## src/rtl/gpr_wport_arbiter.sv

```systemverilog
// Arbitrates the single GPR write port between the writeback stage (W) and a
// buffered multi-cycle result source (M) with a starvation guard for M.
module gpr_wport_arbiter #(
    parameter int unsigned DEPTH    = 2,
    parameter int unsigned MAX_WAIT = 4,
    parameter int unsigned CNTW     = 3
) (
    input  logic                       clk,
    input  logic                       reset,
    input  logic                       w_we,
    input  logic [4:0]                 w_addr,
    input  logic [31:0]                w_data,
    input  logic                       m_valid,
    output logic                       m_ready,
    input  logic [4:0]                 m_addr,
    input  logic [31:0]                m_data,
    output logic                       stall_w,
    output logic                       gpr_we,
    output logic [4:0]                 gpr_a3,
    output logic [31:0]                gpr_wd,
    output logic [31:0]                pend_mask,
    output logic [$clog2(DEPTH+1)-1:0] fifo_cnt
);

    localparam int unsigned PW = (DEPTH > 1) ? $clog2(DEPTH) : 1;
    localparam int unsigned CW = $clog2(DEPTH + 1);

    logic [4:0]      addr_q  [DEPTH];
    logic [4:0]      addr_d  [DEPTH];
    logic [31:0]     data_q  [DEPTH];
    logic [31:0]     data_d  [DEPTH];
    logic [DEPTH-1:0] valid_q, valid_d;
    logic [PW-1:0]   wr_ptr_q, wr_ptr_d;
    logic [PW-1:0]   rd_ptr_q, rd_ptr_d;
    logic [CW-1:0]   count_q, count_d;
    logic [CNTW-1:0] wait_cnt_q, wait_cnt_d;

    logic w_req, head_v, grant_m, grant_w, push, pop;

    // Gating with reset keeps the port silent while reset is held low.
    assign w_req    = reset & w_we & (w_addr != 5'd0);
    assign head_v   = (count_q != '0);
    assign grant_m  = head_v & (~w_req | (wait_cnt_q == CNTW'(MAX_WAIT)));
    assign grant_w  = ~grant_m & w_req;
    assign m_ready  = reset & (count_q < CW'(DEPTH));
    assign push     = m_valid & m_ready & (m_addr != 5'd0);
    assign pop      = grant_m;
    assign fifo_cnt = count_q;

    always_comb begin
        gpr_we  = 1'b0;
        gpr_a3  = 5'd0;
        gpr_wd  = 32'd0;
        stall_w = 1'b0;
        if (grant_m) begin
            gpr_we  = 1'b1;
            gpr_a3  = addr_q[rd_ptr_q];
            gpr_wd  = data_q[rd_ptr_q];
            stall_w = w_req;
        end else if (grant_w) begin
            gpr_we = 1'b1;
            gpr_a3 = w_addr;
            gpr_wd = w_data;
        end
    end

    always_comb begin
        pend_mask = 32'd0;
        for (int i = 0; i < DEPTH; i++) begin
            if (valid_q[i]) begin
                pend_mask[addr_q[i]] = 1'b1;
            end
        end
    end

    always_comb begin
        addr_d   = addr_q;
        data_d   = data_q;
        valid_d  = valid_q;
        wr_ptr_d = wr_ptr_q;
        rd_ptr_d = rd_ptr_q;
        count_d  = count_q;
        if (push) begin
            addr_d[wr_ptr_q]  = m_addr;
            data_d[wr_ptr_q]  = m_data;
            valid_d[wr_ptr_q] = 1'b1;
            wr_ptr_d          = wr_ptr_q + PW'(1);
        end
        if (pop) begin
            valid_d[rd_ptr_q] = 1'b0;
            rd_ptr_d          = rd_ptr_q + PW'(1);
        end
        unique case ({push, pop})
            2'b10:   count_d = count_q + CW'(1);
            2'b01:   count_d = count_q - CW'(1);
            default: count_d = count_q;
        endcase
    end

    always_comb begin
        wait_cnt_d = wait_cnt_q;
        if (grant_m || !head_v) begin
            wait_cnt_d = '0;
        end else if (grant_w && (wait_cnt_q != CNTW'(MAX_WAIT))) begin
            wait_cnt_d = wait_cnt_q + CNTW'(1);
        end
    end

    always_ff @(posedge clk or negedge reset) begin
        if (!reset) begin
            for (int i = 0; i < DEPTH; i++) begin
                addr_q[i] <= 5'd0;
                data_q[i] <= 32'd0;
            end
            valid_q    <= '0;
            wr_ptr_q   <= '0;
            rd_ptr_q   <= '0;
            count_q    <= '0;
            wait_cnt_q <= '0;
        end else begin
            addr_q     <= addr_d;
            data_q     <= data_d;
            valid_q    <= valid_d;
            wr_ptr_q   <= wr_ptr_d;
            rd_ptr_q   <= rd_ptr_d;
            count_q    <= count_d;
            wait_cnt_q <= wait_cnt_d;
        end
    end

endmodule

```

## config.mk

```make
export PLATFORM = sky130hd
export DESIGN_NAME = gpr_wport_arbiter
export DESIGN_NICKNAME = d
export VERILOG_FILES = /design/src/rtl/gpr_wport_arbiter.sv
export SDC_FILE = /design/constraint.sdc
export NUM_CORES = 1
export LEC_CHECK = 0
export CORE_MARGIN = 3
export CORE_UTILIZATION = 50
export DETAILED_ROUTE_END_ITERATION = 8
export PLACE_DENSITY = 0.87
export SYNTH_ARGS = -nofsm -noshare
export SYNTH_HDL_FRONTEND = slang
export SYNTH_SLANG_ARGS = --single-unit
```

## constraint.sdc

```tcl
create_clock -name clk -period 6.5 [get_ports clk]
set_input_delay 1.3 -clock clk [delete_from_list [all_inputs] [get_ports clk]]
set_output_delay 1.3 -clock clk [all_outputs]
set_load 0.01 [all_outputs]
```

After elaboration in Yosys (flattened, before gate mapping)
Cells that the tools add are included.

word-level totals
  flip-flop bits (word level) = 83
  output and inout bits = 74
  logic and storage cells = 93
  latch bits = 0
  memory bits (writable) = 0
  memories kept = 0
  memory bits (read-only) = 0

cells by class
  magnitude comparators = 12
  add/subtract/negate cells = 5
  shifts and indexed selects = 0
  multiply operators = 0
  muxes and demuxes = 34
  reduce and logical (&&, ||, !) cells = 13
  bitwise logic cells = 16
  equal/unequal tests = 4
  div/mod/pow operators = 0

operator list
  cell                                                               count
  2-to-1 mux 32 bit                                                  8
  bitwise mux 64 bit                                                 1
  demux 32 bit (select 1 bit)                                        1
  bitwise OR 32 bit                                                  1
  2-to-1 mux 5 bit                                                   6
  less-than comparator 5 x 6 -> 1 bit, second input constant         2
  bitwise mux 10 bit                                                 1
  demux 1 bit (select 5 bit)                                         2
  greater-or-equal comparator 5 x 1 -> 1 bit, second input constant  2
  nonzero test 5 bit                                                 2
  AND 1 bit                                                          7
  2-to-1 mux 1 bit                                                   7
  logical AND 1 bit                                                  6
  2-to-1 mux 3 bit                                                   2
  nonzero test 2 bit                                                 3
  demux 5 bit (select 1 bit)                                         1
  greater-or-equal comparator 2 bit, second input constant           2
  less-than comparator 1 x 2 -> 1 bit, second input constant         2
  2-to-1 mux 2 bit                                                   2
  inverter 1 -> 2 bit                                                2
  case mux 2 bit (2 select lines)                                    1
  adder 3 x 1 -> 3 bit, second input constant                        1
  equality test 3 bit, second input constant                         1
  inequality test 3 bit, second input constant                       1
  16 further kinds                                                   20

Longest topological paths before layout
  word-level depth = 10
  gate-level depth with buffers = 10
  depth with buffers taken out = 9

Worst setup path before layout
No wires, ideal clock.

  path kind = in2out
  start point = input w_addr[2]
  end point = output gpr_a3[0]
  data required time = 5,200 ps
  arrival time = 2,719 ps
  stages = 6
  path slack = 2,481 ps
  path through = or4_1 > o211ai_2 > o21ai_2 > buf_4 > buf_6 > o2bb2ai_1

on the way
  word-level cells in the longest chain between the ends = 9

RTL lines
  item                  RTL line  source
  start: declaration    11        input logic [4:0] w_addr,
  nonzero test 5 bit *  41        assign w_req = reset & w_we & (w_addr != 5'd0);
  AND 1 bit *           41
  inverter 1 bit        43        assign grant_m = head_v & (~w_req | (wait_cnt_q == CNTW'(MAX_WAIT)));
  bitwise OR 1 bit      43
  AND 1 bit             43
  inverter 1 bit        44        assign grant_w = ~grant_m & w_req;
  AND 1 bit             44
  2-to-1 mux 5 bit      60        end else if (grant_w) begin
  2-to-1 mux 5 bit *    55        if (grant_m) begin
  end: declaration      19        output logic [4:0] gpr_a3,

Mark *: on every way between the ends. The rest lies on a longest branch, timed or not.

Worst setup path after layout
  start point = input w_addr[2]
  end point = output gpr_a3[1]

Same word-level chain as after synthesis.

==> impl_summary.txt <==
----------------------------------------------------
[STA]
  Final setup fails ... 0
  Fin crit share ... 0.819
  Fin Setup TNS ... 0 ns
  Min Tclk post-route ... 5.33 ns
  RSZ-0062 raised after global routing ... no
  Highest Clock Rate ... 188 MHz
  Maximum clock skew at final layout ... 0.0139 ns
  Worst relative slew slack ... 0.236
  Slew Viols, Final ... 0
  Final Hold Violating Endpoints ... 0
  Slew of the pin with the lowest slew margin ... 1.14 ns

[Worst setup path]
  Slowest-stage cell, CP ... clkdlybuf4s50_1
  CP Max Fanout ... 39
  Required time reported for the critical path endpoint ... 5.20 ns
  Max incr delay on CP ... 0.58 ns
  Endpoint of the worst-slack reg-to-reg timing path ... fifo_cnt[1]
  Crit end category ... output port
  Crit path cell chain ... clkdlybuf4s50_1 > or4_1 > o211ai_2 > o21ai_4 > o2bb2ai_1 > clkdlybuf4s50_1
  Arrival time worst endpoint ... 4.03 ns
  Critical path class ... in2out
  Start of the worst register-to-register path ... wait_cnt_q[0]
  Worst R2R Path Depth ... 8
  Most common cell on crit path ... clkdlybuf4s50_1
  Crit start category ... input pin
  Worst reg-to-reg setup slack ... 3.80 ns

[Route]
  Vias post-DR ... 3500
  Top layer used by detailed routing ... met4
  Total Wirelength ... 11.8 mm
  Drt initial violations ... 177
  Residual antenna-violating net count after detailed routing ... 0
  Drt wl/cell ... 19.5 um
  Number of iterations in the first detailed-routing pass ... 4
  WL met2 ... 5.97 mm
  DR DRC count ... 0
  Vias per Instance ... 5.81
  Met3 wire len ... 946 um
  Metal-1 WL ... 4.73 mm

[Cells and area]
  Commonest cells after routing, fill and taps aside ... clkdlybuf4s50_1 (150), dfrtp_1 (82), mux2_2 (66)
  Final cell area excluding filler cells ... 0.00618 mm2
  Post-route core utilization ... 0.734
  Filler cells ... 592
  Leading cell type in the layout, fill and taps excluded ... clkdlybuf4s50_1
  Fraction of layout instances using a drive strength above 1 ... 0.213
  Number of nets at the end of the flow ... 573
  Area growth from synthesis to layout ... 39.1%
  Number of diodes added for antenna fixing ... 0

[Clock network]
  Number of clock sinks seen by CTS ... 83
  Source-to-sink clock delay at the later pin of the worst-skew pair ... 0.36 ns
  Max Buffers Root-to-Sink ... 2
  Setup fix buffers added after clock tree synthesis ... 0
  Buffer cell driving the clock tree root ... clkbuf_8
  TritonCTS clock tree ... yes
  Register clock-pin slew on the reported worst setup and hold paths ... 0.08 ns
  Total of cells resized after clock tree synthesis ... 0
  CTS buffer count ... 9
  Depth of the CTS H-tree ... 3
  Cts-stage hold buffer count ... 0

[Logic synthesis]
  Portion of synthesized cell area occupied by the leading cell type ... 0.467
  Proportion of register bits with asynchronous set or reset after synthesis ... 1.00
  Total of flip-flops plus latches after synthesis ... 83
  Yosys warning count ... 0
  Mapped Area ... 0.00445 mm2
  Biggest area consumer among synthesized cells ... dfrtp_1
  Cell variety after synth ... 39
  Sequential cell area fraction in the yosys report ... 0.467
  Synth area leaders ... dfrtp_1 (47%), mux2_2 (17%), mux2i_1 (8.3%), o2bb2ai_1 (7.3%), o22ai_1 (4.5%)
  Mapped Avg Cell Area ... 12.5 um2
  Number of enable-type register cells in the synthesized netlist ... 0
  Count of mapped cells out of synthesis ... 355
  Main flop type after synthesis ... dfrtp_1
  Post-Syn Nets ... 436

[Place]
  RePlAce Congestion ... 0.912
  HPWL after detailed placement ... 8.46 mm
  Dpl cell area ... 0.00597 mm2
  # port buffers ... 151

[Floorplanning]
  Overall die width ... 100 um
  Area of the placeable core ... 0.00842 mm2
  Initial cell density of the core ... 0.528
  Ports placed on the boundary ... 152
  DIE AREA ... 0.0101 mm2
  Rows ... 33
  Die Y-Extent ... 100 um

[Min path]
  Hold Path Origin ... wait_cnt_q[0]
  Worst hold endpoint ... wait_cnt_q[0]
  WHS Path Cells ... 1
  Hold crit path type ... reg2reg

[Pwr]
  Power share of the combinational group ... 0.484
  Portion of total power attributed to the clock network ... 0.152
  Static leakage ... 2.50 nW
  Switching component of the power ... 948 uW
  Worst vdd rail ir drop ... 0.264 mV
  Net switching fraction of the power ... 0.355
  Power density over the cells ... 432 mW/mm2
  Register share of total power ... 0.364
  Internal Pwr Total ... 1.72 mW

[Global route]
  Number of antenna violations at the first check in global routing ... 0
  Total grt overflow ... 0
  Maximum number of pins on one net before global-route repair ... 74
  Vias in the first global route ... 3750
  Combined global-route utilization of all metal layers ... 0.241
  Wire length of the first global-routing pass ... 19.1 mm

[Job]
  Max_cap viols ... 0

[Outcome]
  Outcome ... finished clean

----------------------------------------------------
## cell families (layout without fill, tap and decap cells)
logic type / count (synthesis) / after routing / share of synthesized area
muxes: 111 / 111 / 0.278
buffers and inverters: 35 / 177 / 0.0456
adders and majority gates: 3 / 3 / 0.00844
and+or+nand+nor: 42 / 42 / 0.0594
DFF: 83 / 83 / 0.467
xor gates and xnor gates: 4 / 4 / 0.00788
AOI/OAI and AO/OA: 77 / 77 / 0.134
## layout make-up
| class | count | area (um2) | share of cell area |
|---|---|---|---|
| well taps | 105 | 131 | 0.0213 |
| multi-input cells | 237 | 2200 | 0.356 |
| clock inverters | 5 | 85.1 | 0.0138 |
| clock buffers | 11 | 131 | 0.0213 |
| inverters | 7 | 26.3 | 0.00425 |
| repair buffers | 154 | 1530 | 0.248 |
| flip-flops and latches | 83 | 2080 | 0.336 |
## metrics by stage
step                      power (mW)  hold WS [ns]  worst slack [ns]  instances
after floorplan                 1.74         0.443              2.48        355
after global placement          2.22         0.462              1.18        586
after detailed placement        2.27         0.493              1.17        586
after CTS                       2.69         0.506              1.16        602
after global routing            2.84         0.516              1.03        602
final                           2.67         0.501              1.17        602
## power groups by stage
stage | combinational, mW | clock (mW) | sequential, mW
final | 1.29 | 0.406 | 0.974
after floorplan | 0.858 | 0 | 0.879
after detailed placement | 1.29 | 0 | 0.982
after global placement | 1.26 | 0 | 0.956
after global routing | 1.39 | 0.435 | 1.01
after CTS | 1.30 | 0.415 | 0.974
## worst max-delay path by stage
stage	cells after the start	endpoint	slack, ns	start
2_1_floorplan	6	gpr_a3[0]	2.48	w_addr[2]
3_3_place_gp	6	gpr_a3[1]	1.18	w_addr[2]
3_5_place_dp	6	gpr_a3[1]	1.17	w_addr[2]
4_1_cts	6	gpr_a3[1]	1.16	w_addr[2]
5_1_grt	6	gpr_a3[1]	1.03	w_addr[2]
6_report	6	gpr_a3[1]	1.17	w_addr[2]
## worst max-delay path: cells and delay by family
kind	cells	cell delay, ns
AOI/OAI and AO/OA	3	1.17
buffers and inverters	2	1.00
and+or+nand+nor	1	0.54
## metal layers
metal  GRT usage  vias up
met3      0.0660       10
li1            -     1618
met2       0.427      172
met5           0        -
met1       0.288     1700
met4      0.0653        0
## Yosys cell counts, types with 2 or more instances
cell,number
a22oi_1,2
buf_2,5
buf_4,4
buf_6,3
clkbuf_1,13
dfrtp_1,83
ha_1,3
inv_1,6
mux2_2,66
mux2_4,8
mux2i_1,37
nand2_1,5
nand3_1,4
nand3b_1,10
nor2_1,5
nor3_1,2
o211ai_2,2
o22ai_1,32
o2bb2ai_1,37
or3_1,4
or3b_2,4
xnor2_1,3
## state kept, by name, summed over array words and instances, names as in the netlist
signal and flops:
addr_q 10, wait_cnt_q 3, data_q 64, rd_ptr_q 1
wr_ptr_q 1, valid_q 2, fifo_cnt 2
Note: power is estimated with default switching activity, not from simulation.
==> RTL change 1 (same settings) <==
The parameter `DEPTH` goes from 2 to 8.
--- a/src/rtl/gpr_wport_arbiter.sv
+++ b/src/rtl/gpr_wport_arbiter.sv
@@ -2,5 +2,5 @@
 // buffered multi-cycle result source (M) with a starvation guard for M.
 module gpr_wport_arbiter #(
-    parameter int unsigned DEPTH    = 2,
+    parameter int unsigned DEPTH    = 8,
     parameter int unsigned MAX_WAIT = 4,
     parameter int unsigned CNTW     = 3
Interface: changed (resized fifo_cnt); port bits go from 152 to 154. The function was not compared with the original's and may differ.
==> RTL change 1 against the original RTL <==
The flow now finishes with violations (DRC); total power increased to 3.7 times the old value; wire length increased to 4.2 times the old value; design area increased to 3.2 times the old value; worst setup slack got worse by 0.25 ns; combinational power increased to 3.2 times the old value; sequential cell count increased by 234; area after synthesis increased to 3.8 times the old value; clock skew decreased by 0.0020 ns; critical path type unchanged; critical endpoint is now gpr_wd[19]; largest cell class unchanged.
==> RTL change 1: results (changes against the original RTL) <==
cts_buffers: 31  # +22
fin_nets: 1480  # +160%
grt_max_degree: 194  # +160%
p_leak_uw: 0.00829  # +230%
peakVddDrop_v: 0.000296  # +12%
cts_root_buffer: "clkbuf_16"
grt_antenna_before_repair: 1  # +1
worstPathArrival_ns: 4.28  # +0.25 ns
synth_commonest_cells: "dfrtp_1 (317), mux2_2 (258), o22ai_1 (75)"
p_switching_uw: 3560  # +280%
synth_cell_types: 68  # +74%
drcViolationCount: 1  # +1
gp_congestion: 1.06  # +17%
r2r_slack_ns: 2.75  # -1.05 ns
drive_above_1_share_pct: 33.6  # +12 points
r2r-end: "fifo_cnt[3]$_DFFE_PN0P_"
fillers: 2483  # +320%
cts_buffer_depth: 3  # +1
synth_area_leaders: "dfrtp_1 (47%), mux2_2 (17%), mux4_2 (9.8%)"
violations: "DRC"
dp_hpwl_um: 33000  # +290%
status: "finished, violations left"
crit_fanout: 21  # -46%
tightest_slew_ns: 1.23  # +0.0850 ns
routed_wl_um: 49900  # +320%
grt_pass1_vias: 12745  # +240%
startpoint: "w_addr[1]"
top_regs: "data_q (256), addr_q (40), valid_q (8)"
RTL change 1: how the worst min path moves through the flow:
stage                                         start                        end  slack, ns  cells past startpoint
after floorplan           wait_cnt_q[0]$_DFFE_PN0P_  wait_cnt_q[0]$_DFFE_PN0P_       0.43                      1
after global placement    wait_cnt_q[0]$_DFFE_PN0P_  wait_cnt_q[0]$_DFFE_PN0P_       0.45                      1
after detailed placement  wait_cnt_q[0]$_DFFE_PN0P_  wait_cnt_q[0]$_DFFE_PN0P_       0.48                      1
after CTS                 wait_cnt_q[0]$_DFFE_PN0P_  wait_cnt_q[0]$_DFFE_PN0P_       0.49                      1
after global routing      wait_cnt_q[0]$_DFFE_PN0P_  wait_cnt_q[0]$_DFFE_PN0P_       0.51                      1
final                     wait_cnt_q[0]$_DFFE_PN0P_  wait_cnt_q[0]$_DFFE_PN0P_       0.48                      1
RTL change 1: worst register-to-register path, cell delays in order (launching register included):
cell	delay [ns]
dfrtp_1	0.48
or4_1	0.68
nand2_2	0.48
clkinv_1	0.44
ha_1	0.44
ha_1	0.31
a21oi_1	0.23
o21ai_0	0.16
o311ai_0	0.40
RTL change 1: logic make-up after synthesis:
logic type | after synthesis | share of synthesized area, %
buf+inv | 129 | 3.58
simple gates | 250 | 8.87
xor+xnor | 7 | 0.360
compound gates | 180 | 7.65
flops | 317 | 46.5
mux | 407 | 32.4
fa+ha+maj | 8 | 0.631
RTL change 1: final cells by class:
cell class / instances / share of cell area [%]
Inverter: 22 / 0.417
Clock inverter: 12 / 0.442
Tap cell: 442 / 2.79
Clock buffer: 44 / 4.62
Timing Repair Buffer: 170 / 8.53
Multi-Input combinational cell: 852 / 43.1
Sequential cell: 317 / 40.1
RTL change 1: power groups by stage:
stage | Combinational (uW) | Sequential [uW] | Clock, uW
after detailed placement | 4130 | 3930 | 0
after global placement | 4020 | 3830 | 0
after CTS | 4160 | 3920 | 1770
final | 4170 | 3960 | 1740
after floorplan | 3190 | 3240 | 0
after global routing | 4420 | 4080 | 1860
RTL change 1: metal layers:
layer,GRT usage [%],vias to the layer above,wire length (um)
met3,5.48,159,4330
li1,-,5184,-
met5,0,-,12
met1,36.2,6325,19700
met4,9.91,2,2060
met2,45.0,665,23800
RTL change 1: per-stage QoR:
step                total power, uW  setup slack [ns]  cell area (um2)  std cells  hold slack, ns
floorplan                      6440              2.36            17000       1298           0.431
global placement               7840              1.06            18800       1803           0.446
detailed placement             8060             0.898            18800       1803           0.483
CTS                            9860             0.877            19800       1859           0.492
global route                  10400             0.705            19800       1859           0.509
finish                         9870             0.921            19800       1859           0.479
==> RTL change 2 (same flow settings) <==
Without the edit above. Put one more register stage on the output `fifo_cnt`. The value now appears one clock later. The other outputs are not delayed to match.
--- a/src/rtl/gpr_wport_arbiter.sv
+++ b/src/rtl/gpr_wport_arbiter.sv
@@ -46,5 +46,7 @@
     assign push     = m_valid & m_ready & (m_addr != 5'd0);
     assign pop      = grant_m;
-    assign fifo_cnt = count_q;
+    always_ff @(posedge clk) begin
+        fifo_cnt <= count_q;
+    end
 
     always_comb begin
Check against the original RTL: not equivalent (Yosys sat finds a counterexample within 4 cycles, from zero or initial values and one cycle with reset low).
==> RTL change 2 against the original RTL <==
Maximum frequency increased by 2.0%; total power increased by 1.7%; sequential cell count increased by 2; hold slack got worse by 0.047 ns; die area about the same; critical path type unchanged; wire length decreased by 1.7%; critical path depth unchanged; clock power increased by 11%; worst setup slack improved by 0.11 ns; area after synthesis about the same; design area increased by 0.85%.
==> RTL change 2: results (changes against the original RTL) <==
status: "completed"
placedCellCount: 588  # +0.34%
grt_antenna_before_repair: 1  # +1
dp_hpwl_um: 8230  # -2.7%
track_usage_pct: 23.5  # -0.57 points
power_frac_comb_pct: 47.5  # -0.9 points
vias: 3536  # +1.0%
gp_congestion: 0.832  # -8.7%
r2r_slack_ns: 3.65  # -0.15 ns
async_flop_share_pct: 97.6  # -2.4 points
final_cells: 604  # +0.33%
drive_above_1_share_pct: 21.2  # -0.085 points
synth_commonest_cells: "dfrtp_1 (83), mux2_2 (73), mux2i_1 (37), o2bb2ai_1 (37), o22ai_1 (32)"
synth_cells: 357  # +0.56%
slew-limit-headroom_pct: 23.3  # -0.36 points
dr.first_iter.drc_count: 125  # -29%
cp_top_family: "buffers and inverters"
synth_area_leaders: "dfrtp_1 (47%), mux2_2 (18%), mux2i_1 (8.3%)"
placed_cell_area_um2: 5990  # +0.36%
synth_fa_ha_area_share_pct: 0.844  # about the same
clkLatencyLatePin_ns: 0.34  # -0.02 ns
clock_power_share_pct: 16.5  # +1.3 points
synth_mux_area_share_pct: 27.1  # -0.68 points
synth-xor-area-share_pct: 0.788  # about the same
first_pass_iters: 6  # +2
grt_pass1_wl_um: 18800  # -1.8%
p_leak_uw: 0.00250  # about the same
synth_cell_types: 36  # -7.7%
fin_nets: 575  # +0.35%
routed_wl_um: 11600  # -1.7%
[RTL change 2: final timing paths]
check,start,to,depth (start not counted)
setup reg to reg,wait_cnt_q[0]$_DFFE_PN0P_,count_q[1]$_DFFE_PN0P_,8
hold reg to reg,count_q[1]$_DFFE_PN0P_,fifo_cnt[1]$_DFF_P_,0
min in group asynchronous,reset,wait_cnt_q[0]$_DFFE_PN0P_,1
hold / removal,count_q[1]$_DFFE_PN0P_,fifo_cnt[1]$_DFF_P_,0
max in group asynchronous,reset,rd_ptr_q$_DFFE_PN0N_,2
setup / recovery,w_addr[2],gpr_wd[18],6
[RTL change 2: area by class of cell]
cell class	count	area [um2]
clock buffer	11	141
inverter	7	26.3
timing repair buffer	154	1530
sequential	85	2120
tap	105	131
clock inverter	5	106
fill	587	2190
multi-input combinational	237	2180
[RTL change 2: logic make-up after synthesis]
logic type | after synthesis
muxes | 111
DFF | 85
and+or+nand+nor | 42
adders and majority gates | 3
xor gates and xnor gates | 4
AOI/OAI and AO/OA | 77
buffers and inverters | 35
[RTL change 2: layer usage]
layer | GRT usage (%) | wire (um) | vias up
li1 | - | - | 1628
met1 | 28.3 | 4680 | 1736
met2 | 41.5 | 5760 | 158
met3 | 6.46 | 938 | 12
met4 | 6.22 | 170 | 2
met5 | 0 | 20 | -
[RTL change 2: through the flow]
| stage | worst slack [ns] | total power [uW] | utilization (%) |
|---|---|---|---|
| 6_report | 1.28 | 2720 | 74.0 |
| 5_1_grt | 1.20 | 2890 | 74.0 |
| 4_1_cts | 1.26 | 2740 | 74.0 |
| 3_5_place_dp | 1.29 | 2280 | 71.1 |
| 3_3_place_gp | 1.35 | 2210 | 71.1 |
| 2_1_floorplan | 2.48 | 1730 | - |
